`config.mk`:
```
export PLATFORM = sky130hd
export DESIGN_NAME = ps2_key_decoder
export DESIGN_NICKNAME = d
export VERILOG_FILES = /design/src/rtl/ps2_pkg.sv /design/src/rtl/ps2_clk_filter.sv /design/src/rtl/ps2_key_decoder.sv
export SDC_FILE = /design/constraint.sdc
export NUM_CORES = 1
export LEC_CHECK = 0
export CAP_MARGIN = 25
export CORE_ASPECT_RATIO = 1.2
export CORE_MARGIN = 2
export CORE_UTILIZATION = 50
export CTS_BUF_LIST = sky130_fd_sc_hd__clkbuf_2 sky130_fd_sc_hd__clkbuf_4 sky130_fd_sc_hd__clkbuf_8
export DETAILED_ROUTE_END_ITERATION = 12
export HOLD_SLACK_MARGIN = 0.08
export PLACE_DENSITY = 0.7
export SETUP_SLACK_MARGIN = 0.05
export SYNTH_ARGS = -nofsm -noshare
export SYNTH_HDL_FRONTEND = slang
export SYNTH_HIERARCHICAL = 1
export SYNTH_SLANG_ARGS = --single-unit
```
`constraint.sdc`:
```
create_clock -name clk -period 2.3 [get_ports clk]
set_clock_uncertainty 0.15 [all_clocks]
set_input_delay 0.575 -clock clk [delete_from_list [all_inputs] [get_ports clk]]
set_output_delay 0.575 -clock clk [all_outputs]
set_load 0.05 [all_outputs]
```
`src/rtl/ps2_pkg.sv`:
```
// Shared types and scancode constants for the PS/2 arrow-key decoder.
package ps2_pkg;

   // Frame receiver states.
   typedef enum logic [1:0] {
      IDLE   = 2'd0,
      DATA   = 2'd1,
      PARITY = 2'd2,
      STOP   = 2'd3
   } ps2_state_e;

   // Prefix bytes: extended-key and break (key release).
   localparam logic [7:0] CODE_EXT   = 8'hE0;
   localparam logic [7:0] CODE_BRK   = 8'hF0;

   // Arrow-key make codes (identical with or without an E0 prefix).
   localparam logic [7:0] CODE_UP    = 8'h75;
   localparam logic [7:0] CODE_DOWN  = 8'h72;
   localparam logic [7:0] CODE_LEFT  = 8'h6B;
   localparam logic [7:0] CODE_RIGHT = 8'h74;

   // One-hot dir mask {up,down,left,right} for a scancode; zero for non-arrows.
   function automatic logic [3:0] arrow_mask(input logic [7:0] code);
      logic [3:0] mask;
      mask = 4'b0000;
      case (code)
         CODE_UP:    mask = 4'b1000;
         CODE_DOWN:  mask = 4'b0100;
         CODE_LEFT:  mask = 4'b0010;
         CODE_RIGHT: mask = 4'b0001;
         default:    mask = 4'b0000;
      endcase
      return mask;
   endfunction

endpackage

```
`src/rtl/ps2_clk_filter.sv`:
```
// Synchronises the raw PS/2 clock, debounces it and emits a falling-edge strobe.
module ps2_clk_filter #(
   parameter int FILTER_LEN = 8
) (
   input  logic clk,
   input  logic rst,
   input  logic raw,
   output logic level,
   output logic fall
);

   localparam int CW = (FILTER_LEN > 1) ? $clog2(FILTER_LEN) : 1;

   logic          sync1;
   logic          sync2;
   logic [CW-1:0] cnt;

   // Two-flop synchroniser; idles high like the bus.
   always_ff @(posedge clk or posedge rst) begin
      if (rst) begin
         sync1 <= 1'b1;
         sync2 <= 1'b1;
      end else begin
         sync1 <= raw;
         sync2 <= sync1;
      end
   end

   // Level follows the synchronised input only after FILTER_LEN equal samples.
   always_ff @(posedge clk or posedge rst) begin
      if (rst) begin
         level <= 1'b1;
         cnt   <= '0;
         fall  <= 1'b0;
      end else begin
         fall <= 1'b0;
         if (sync2 == level) begin
            cnt <= '0;
         end else if (cnt == CW'(FILTER_LEN - 1)) begin
            level <= sync2;
            cnt   <= '0;
            fall  <= ~sync2;
         end else begin
            cnt <= cnt + CW'(1);
         end
      end
   end

endmodule

```
`src/rtl/ps2_key_decoder.sv`:
```
// PS/2 keyboard receiver that tracks held arrow keys and reports make codes.
module ps2_key_decoder
   import ps2_pkg::*;
#(
   parameter int FILTER_LEN     = 8,
   parameter int TIMEOUT_CYCLES = 100000
) (
   input  logic       clk,
   input  logic       rst,
   input  logic       ps2_clk,
   input  logic       ps2_data,
   output logic [3:0] dir,
   output logic [7:0] scancode,
   output logic       code_valid,
   output logic       frame_err,
   output ps2_state_e fsm_state
);

   localparam int TW = $clog2(TIMEOUT_CYCLES + 1);

   logic          data_s1;
   logic          data_s2;
   logic          clk_level;
   logic          fall;

   ps2_state_e    state, state_next;
   logic [2:0]    bit_cnt, bit_cnt_next;
   logic [7:0]    shreg, shreg_next;
   logic          par, par_next;
   logic          ext_pending, ext_next;
   logic          brk_pending, brk_next;
   logic [3:0]    dir_next;
   logic [7:0]    code_next;
   logic          valid_next;
   logic          err_next;
   logic [TW-1:0] to_cnt, to_cnt_next;

   ps2_clk_filter #(.FILTER_LEN(FILTER_LEN)) u_clk_filter (
      .clk   (clk),
      .rst   (rst),
      .raw   (ps2_clk),
      .level (clk_level),
      .fall  (fall)
   );

   // Data line only needs synchronising; it is sampled on filtered clock falls.
   always_ff @(posedge clk or posedge rst) begin
      if (rst) begin
         data_s1 <= 1'b1;
         data_s2 <= 1'b1;
      end else begin
         data_s1 <= ps2_data;
         data_s2 <= data_s1;
      end
   end

   // Register bank for the frame receiver and decoded outputs.
   always_ff @(posedge clk or posedge rst) begin
      if (rst) begin
         state       <= IDLE;
         bit_cnt     <= '0;
         shreg       <= '0;
         par         <= 1'b0;
         ext_pending <= 1'b0;
         brk_pending <= 1'b0;
         dir         <= '0;
         scancode    <= '0;
         code_valid  <= 1'b0;
         frame_err   <= 1'b0;
         to_cnt      <= '0;
      end else begin
         state       <= state_next;
         bit_cnt     <= bit_cnt_next;
         shreg       <= shreg_next;
         par         <= par_next;
         ext_pending <= ext_next;
         brk_pending <= brk_next;
         dir         <= dir_next;
         scancode    <= code_next;
         code_valid  <= valid_next;
         frame_err   <= err_next;
         to_cnt      <= to_cnt_next;
      end
   end

   // Frame FSM, inactivity timeout and prefix/arrow decoding.
   always_comb begin
      state_next   = state;
      bit_cnt_next = bit_cnt;
      shreg_next   = shreg;
      par_next     = par;
      ext_next     = ext_pending;
      brk_next     = brk_pending;
      dir_next     = dir;
      code_next    = scancode;
      valid_next   = 1'b0;
      err_next     = 1'b0;
      to_cnt_next  = '0;

      if (fall) begin
         case (state)
            IDLE: begin
               if (!data_s2) begin
                  state_next   = DATA;
                  bit_cnt_next = '0;
               end
            end
            DATA: begin
               shreg_next   = {data_s2, shreg[7:1]};
               bit_cnt_next = bit_cnt + 3'd1;
               if (bit_cnt == 3'd7) begin
                  state_next = PARITY;
               end
            end
            PARITY: begin
               par_next   = data_s2;
               state_next = STOP;
            end
            STOP: begin
               state_next = IDLE;
               if (data_s2 && ((^shreg) ^ par)) begin
                  if (shreg == CODE_EXT) begin
                     ext_next = 1'b1;
                  end else if (shreg == CODE_BRK) begin
                     brk_next = 1'b1;
                  end else begin
                     if (brk_pending) begin
                        dir_next = dir & ~arrow_mask(shreg);
                     end else begin
                        dir_next   = dir | arrow_mask(shreg);
                        code_next  = shreg;
                        valid_next = 1'b1;
                     end
                     ext_next = 1'b0;
                     brk_next = 1'b0;
                  end
               end else begin
                  err_next = 1'b1;
               end
            end
            default: state_next = IDLE;
         endcase
      end else if (state != IDLE) begin
         if (to_cnt == TW'(TIMEOUT_CYCLES - 1)) begin
            state_next   = IDLE;
            err_next     = 1'b1;
            bit_cnt_next = '0;
            shreg_next   = '0;
            ext_next     = 1'b0;
            brk_next     = 1'b0;
         end else begin
            to_cnt_next = to_cnt + TW'(1);
         end
      end
   end

   assign fsm_state = state;

endmodule

```
-- Word-level counts from Yosys, hierarchy flattened
Cells that the tools add are included.
Widths: inputs -> output; s select.
- latch bits: 0
- word-level logic and storage cells: 117
- bits of input ports: 4
- memory bits (read-only): 0
- output and inout port bits: 16
- memories kept: 0
- bits in writable memories: 0
- bits in registers: 55
- multipliers: 0
- add/sub/neg operators: 3
- shift operators: 0
- divide/modulo/power cells: 0
- reductions and logical operators: 14
- mux-type cells: 54
- bitwise operators: 9
- equal/unequal tests: 20
- magnitude comparators: 0
- operators with widths (cell ; count):
    $mux 4 ; 13
    $mux 17 ; 3
    $eq 8x7->1 const B ; 4
    $mux 8 ; 4
    $mux 1 ; 20
    $mux 3 ; 6
    $add 17x1->17 const B ; 1
    $eq 17x17->1 const B ; 1
    $eq 8x8->1 const B ; 2
    $pmux 4 s4 ; 1
    $mux 2 ; 5
    $reduce_and 5->1 ; 2
    $ne 3x3->1 const B ; 3
    $ne 2x2->1 const B ; 4
    $pmux 2 s4 ; 1
    $reduce_and 4->1 ; 2
    $reduce_xor 8->1 ; 1
    $add 3x1->3 const B ; 2
    $eq 3x3->1 const B ; 2
    $pmux 3 s2 ; 1
    $reduce_and 6->1 ; 1
    $reduce_bool 2->1 ; 3
    $not 1->1 ; 5
    $and 4x4->4 ; 1
    other kinds (10) ; 12

-- Longest topological paths before layout
- word-level depth: 11
- depth in mapped cells: 7
- mapped depth without buffers: 6

-- Hierarchy
The synthesis kept the hierarchy.
- modules (own cells, without submodules) (module ; cells each ; seq. area each (µm²) ; area an instance (µm²) ; times used):
    ps2_key_decoder ; 233 ; 1203.7 ; 2498.6 ; 1
    ps2_clk_filter ; 16 ; 178.9 ; 265.3 ; 1

-- Worst setup path after synthesis
Ideal clock, no wire load.
- kind: reg-to-reg
- from: register shreg[1]
- to: register scancode[0]
- stages on the path, launching flop included: 7
- path slack: 175 ps
- data arrival time: 1850 ps
- period minus slack after synthesis: 2125 ps
- data required time: 2025 ps
- setup time: 125 ps
- cells stage by stage: dfrtp_1 inv_1 ha_1 xnor3_2 xnor2_4 nand3_4 mux2_2
- cells in the longest elaborated chain, start to end: 4
- ends and longest elaborated chain (element ; RTL line ; RTL):
    start: declaration ; ps2_key_decoder.sv:28 ; logic [7:0] shreg, shreg_next;
    start signal: assignment ; ps2_key_decoder.sv:74 ; shreg <= shreg_next;
    $reduce_xor 8->1 ; ps2_key_decoder.sv:121 ; if (data_s2 && ((^shreg) ^ par)) begin
    $xor 1x1->1 ; ps2_key_decoder.sv:121 ;
    $logic_and 1x1->1 ; ps2_key_decoder.sv:121 ;
    $reduce_and 6->1 (no source line) * ; -- ;
    end signal: assignment ; ps2_key_decoder.sv:79 ; scancode <= code_next;
    end: declaration ; ps2_key_decoder.sv:13 ; output logic [7:0] scancode,
Every way passes the cells marked *; elsewhere a longest branch is shown, timed or not.
A chain may end at the register's enable or synchronous reset.

-- Worst setup path after layout
- from: register scancode[0]
- to: output scancode[0]
No word-level cell between the ends.

==> flow_summary.toml <==
[run_status]
outcome = "complete, no violations"

[floorplan]
initial_util_pct = 52.17
die_height_um = 85.45
dieArea_um2 = 6141
placement_rows = 29
placeableCoreArea_um2 = 5298
die_w_um = 71.87
io_pins = 20

[timing]
hold-worst-slack_ns = 0.2103
timing.fmax_mhz = 450.6
setup_tns_ns = 0
rsz_0062_raised_after_global_routing = "true"
timing.slew.headroom_pct = 66.58
finalWorstPathRequiredPeriod_ns = 2.219
hold_violations = 0
final-max-slew-violation-count = 0
worst_pin_slew_ns = 0.4998
timing.final.crit_share_pct = 96.49
finalSetupViolCount = 0

[global_route]
overflow = 0
grt.total_usage_pct = 17.55
grt_antenna_before_repair = 0
pin_count_of_the_biggest_net_entering_global_routing = 35
grt_pass1_wl_um = 8452
vias_in_the_first_global_route = 1919

[synthesis]
ys_warnings = 6
synth-edff-count = 0
mappedNetlistNets = 273
syn_inst = 249
synth_area_um2 = 2764
synth_flop_cell = "sky130_fd_sc_hd__dfrtp_1"
synth_area_per_cell_um2 = 11.10
ys_ff_latch = 55
synth_seq_area_share_pct = 50.02
synth-async-reset-ratio_pct = 100.0
netlist-cell-type-count = 43

[detailed_routing]
avgViaCountPerCell = 5.643
count_of_routing_violations_after_the_opening_detailed_route_iteration = 99
antenna_left = 0
drt-wirelength-per-cell_um = 15.06
drt_drc_violations_left = 0
drt-total-wl_um = 5150
firstDrtPassIters = 4
total_via_count_in_the_routed_design = 1930

[cts]
post_cts_hold_buffer_count = 0
root_cell_of_the_clock_tree = "sky130_fd_sc_hd__clkbuf_8"
numCtsBuffers = 5
clkSlewWorstSetupHoldPaths_ns = 0.10
cts_tree = "done"
clk-insertion-delay-late_ns = 0.32
htreeDepth = 2
clock_sink_count = 55
clk_path_buf_depth = 2

[setup_path]
cp_data_arrival_time_ns = 1.49
cp.required_ns = 1.57
critical_path.top_delay_family = "buffers and inverters"
worst_r2r_path_depth = 6
cpMaxStageDelayCell = "sky130_fd_sc_hd__clkdlybuf4s50_1"
critical_path_buf_inv_count = 1
criticalPathCategory = "reg -> out"
critical_path_peak_fanout = 2
timing.critical_path.slowest_cell_delay_ns = 0.80
cp.depth = 1
critical_path_cell_sequence = "clkdlybuf4s50_1"
worstSetupStartpointType = "flip-flop"
endpoint_kind = "primary output"

[flow_run]
maxCapViolations = 0

[min_path]
hold_class = "reg -> reg"
hold_depth = 0

[placement]
half_perimeter_wire_length_after_detailed_placement_um = 3390
placement.cell_area_um2 = 3037
buffer_ports.inserted = 19
place_congestion = 0.7879

[final_layout]
antennaDiodeCount = 0
final_area_um2 = 3242
most-common-layout-cells = "50 x sky130_fd_sc_hd__dfrtp_1, 18 x sky130_fd_sc_hd__nor2_1, 18 x sky130_fd_sc_hd__ha_1"
mostFrequentLayoutCell = "sky130_fd_sc_hd__dfrtp_1"
flow.area_growth_from_synthesis_pct = 17.29
layout.nets = 303
layout-drive-gt1-share_pct = 19.64

[pwr]
leakage_nw = 1.542
power-per-cell-area_nw_per_um2 = 518.0
ir_drop_mv = 0.3934
-- Yosys cell counts (5+ instances only) --
library cell / count / area [um2]
sky130_fd_sc_hd__dfrtp_1: 50 / 1251
sky130_fd_sc_hd__ha_1: 20 / 250.2
sky130_fd_sc_hd__nor2_1: 18 / 67.56
sky130_fd_sc_hd__nand3_1: 17 / 85.08
sky130_fd_sc_hd__inv_1: 16 / 60.06
sky130_fd_sc_hd__nand2_1: 16 / 60.06
sky130_fd_sc_hd__mux2_2: 10 / 112.6
sky130_fd_sc_hd__o21ai_0: 10 / 50.05
sky130_fd_sc_hd__xor2_1: 10 / 87.58
sky130_fd_sc_hd__nand4_1: 9 / 56.30
sky130_fd_sc_hd__a21oi_1: 6 / 30.03
sky130_fd_sc_hd__mux2i_1: 6 / 60.06
sky130_fd_sc_hd__dfstp_2: 5 / 131.4
sky130_fd_sc_hd__xnor2_1: 5 / 43.79
-- path summary, 6_finish.rpt --
| check | startpoint | slack (ns) | endpoint |
|---|---|---|---|
| max | scancode[0] | 0.08 | scancode[0] |
| min | data_s1 | 0.21 | data_s2 |
| max reg2reg | shreg[0] | 0.09 | scancode[0] |
| min reg2reg | data_s1 | 0.21 | data_s2 |
| max in group asynchronous | rst | 1.13 | to_cnt[13] |
| min in group asynchronous | rst | 0.37 | u_clk_filter/fall |
-- final cells by class --
type	instances	area, um2
fillers	450	2056
flip-flops and latches	55	1383
multi-input cells	169	1321
repair buffers	32	301.5
clock buffers	6	82.58
well taps	62	77.57
inverters	16	60.06
clock inverters	2	16.27
-- through the flow --
stage,util [%],power (mW),setup WS (ns),std cells
5_1_grt,61.20,1.758,0.004812,342
2_1_floorplan,-,1.097,0.1749,249
3_3_place_gp,57.32,1.120,0.1347,325
6_report,61.20,1.679,0.08071,342
4_1_cts,59.16,1.702,0.05900,333
3_5_place_dp,57.32,1.133,0.07289,325
-- registers in the layout, indices dropped and copies added, names as in the netlist, named ones only --
register / count
frame_err: 1
code_valid: 1
brk_pending: 1
u_clk_filter/level: 1
u_clk_filter/sync2: 1
data_s1: 1
u_clk_filter/cnt: 3
par: 1
u_clk_filter/fall: 1
shreg: 8
scancode: 8
u_clk_filter/sync1: 1
to_cnt: 17
data_s2: 1
fsm_state: 2
bit_cnt: 3
-- layer usage --
layer,GRT usage [%],share of wire (%)
met1,21.23,42
met2,29.88,52
met3,3.800,2.9
met4,7.719,2.7
met5,0,0
-- kinds of logic after synthesis --
| logic type | count (synthesis) | synth area share (%) |
|---|---|---|
| AO/OA/AOI/OAI | 28 | 6.791 |
| AND/OR/NAND/NOR | 87 | 17.56 |
| adder cells (fa/ha/maj) | 20 | 9.054 |
| XOR/XNOR | 17 | 6.609 |
| multiplexers | 16 | 6.247 |
| flip-flops | 55 | 50.02 |
| buffers and inverters | 26 | 3.712 |
-- worst register-to-register path: cells and delay by family, from the launching register on --
| kind | cells | cell delay [ns] |
|---|---|---|
| adders and majority gates | 1 | 0.26 |
| buffers and inverters | 1 | 0.07 |
| muxes | 1 | 0.34 |
| and+or+nand+nor | 1 | 0.17 |
| DFF | 1 | 0.38 |
| xor gates and xnor gates | 2 | 0.74 |
-- what timing repair did --
action                     4_1_cts  5_1_grt
setup buffers                    0        8
gates resized for setup          1        9
pin swaps                        0        5
cloned                           0        1
setup endpoints to repair        1       13
-- where the power goes --
part,internal [mW],leakage (nW),switching [mW]
clock network,0.246,0.0474,0.323
logic,0.0430,0.746,0.0405
registers,1.01,0.749,0.0214
No activity file was read; power rests on OpenSTA's default activity.
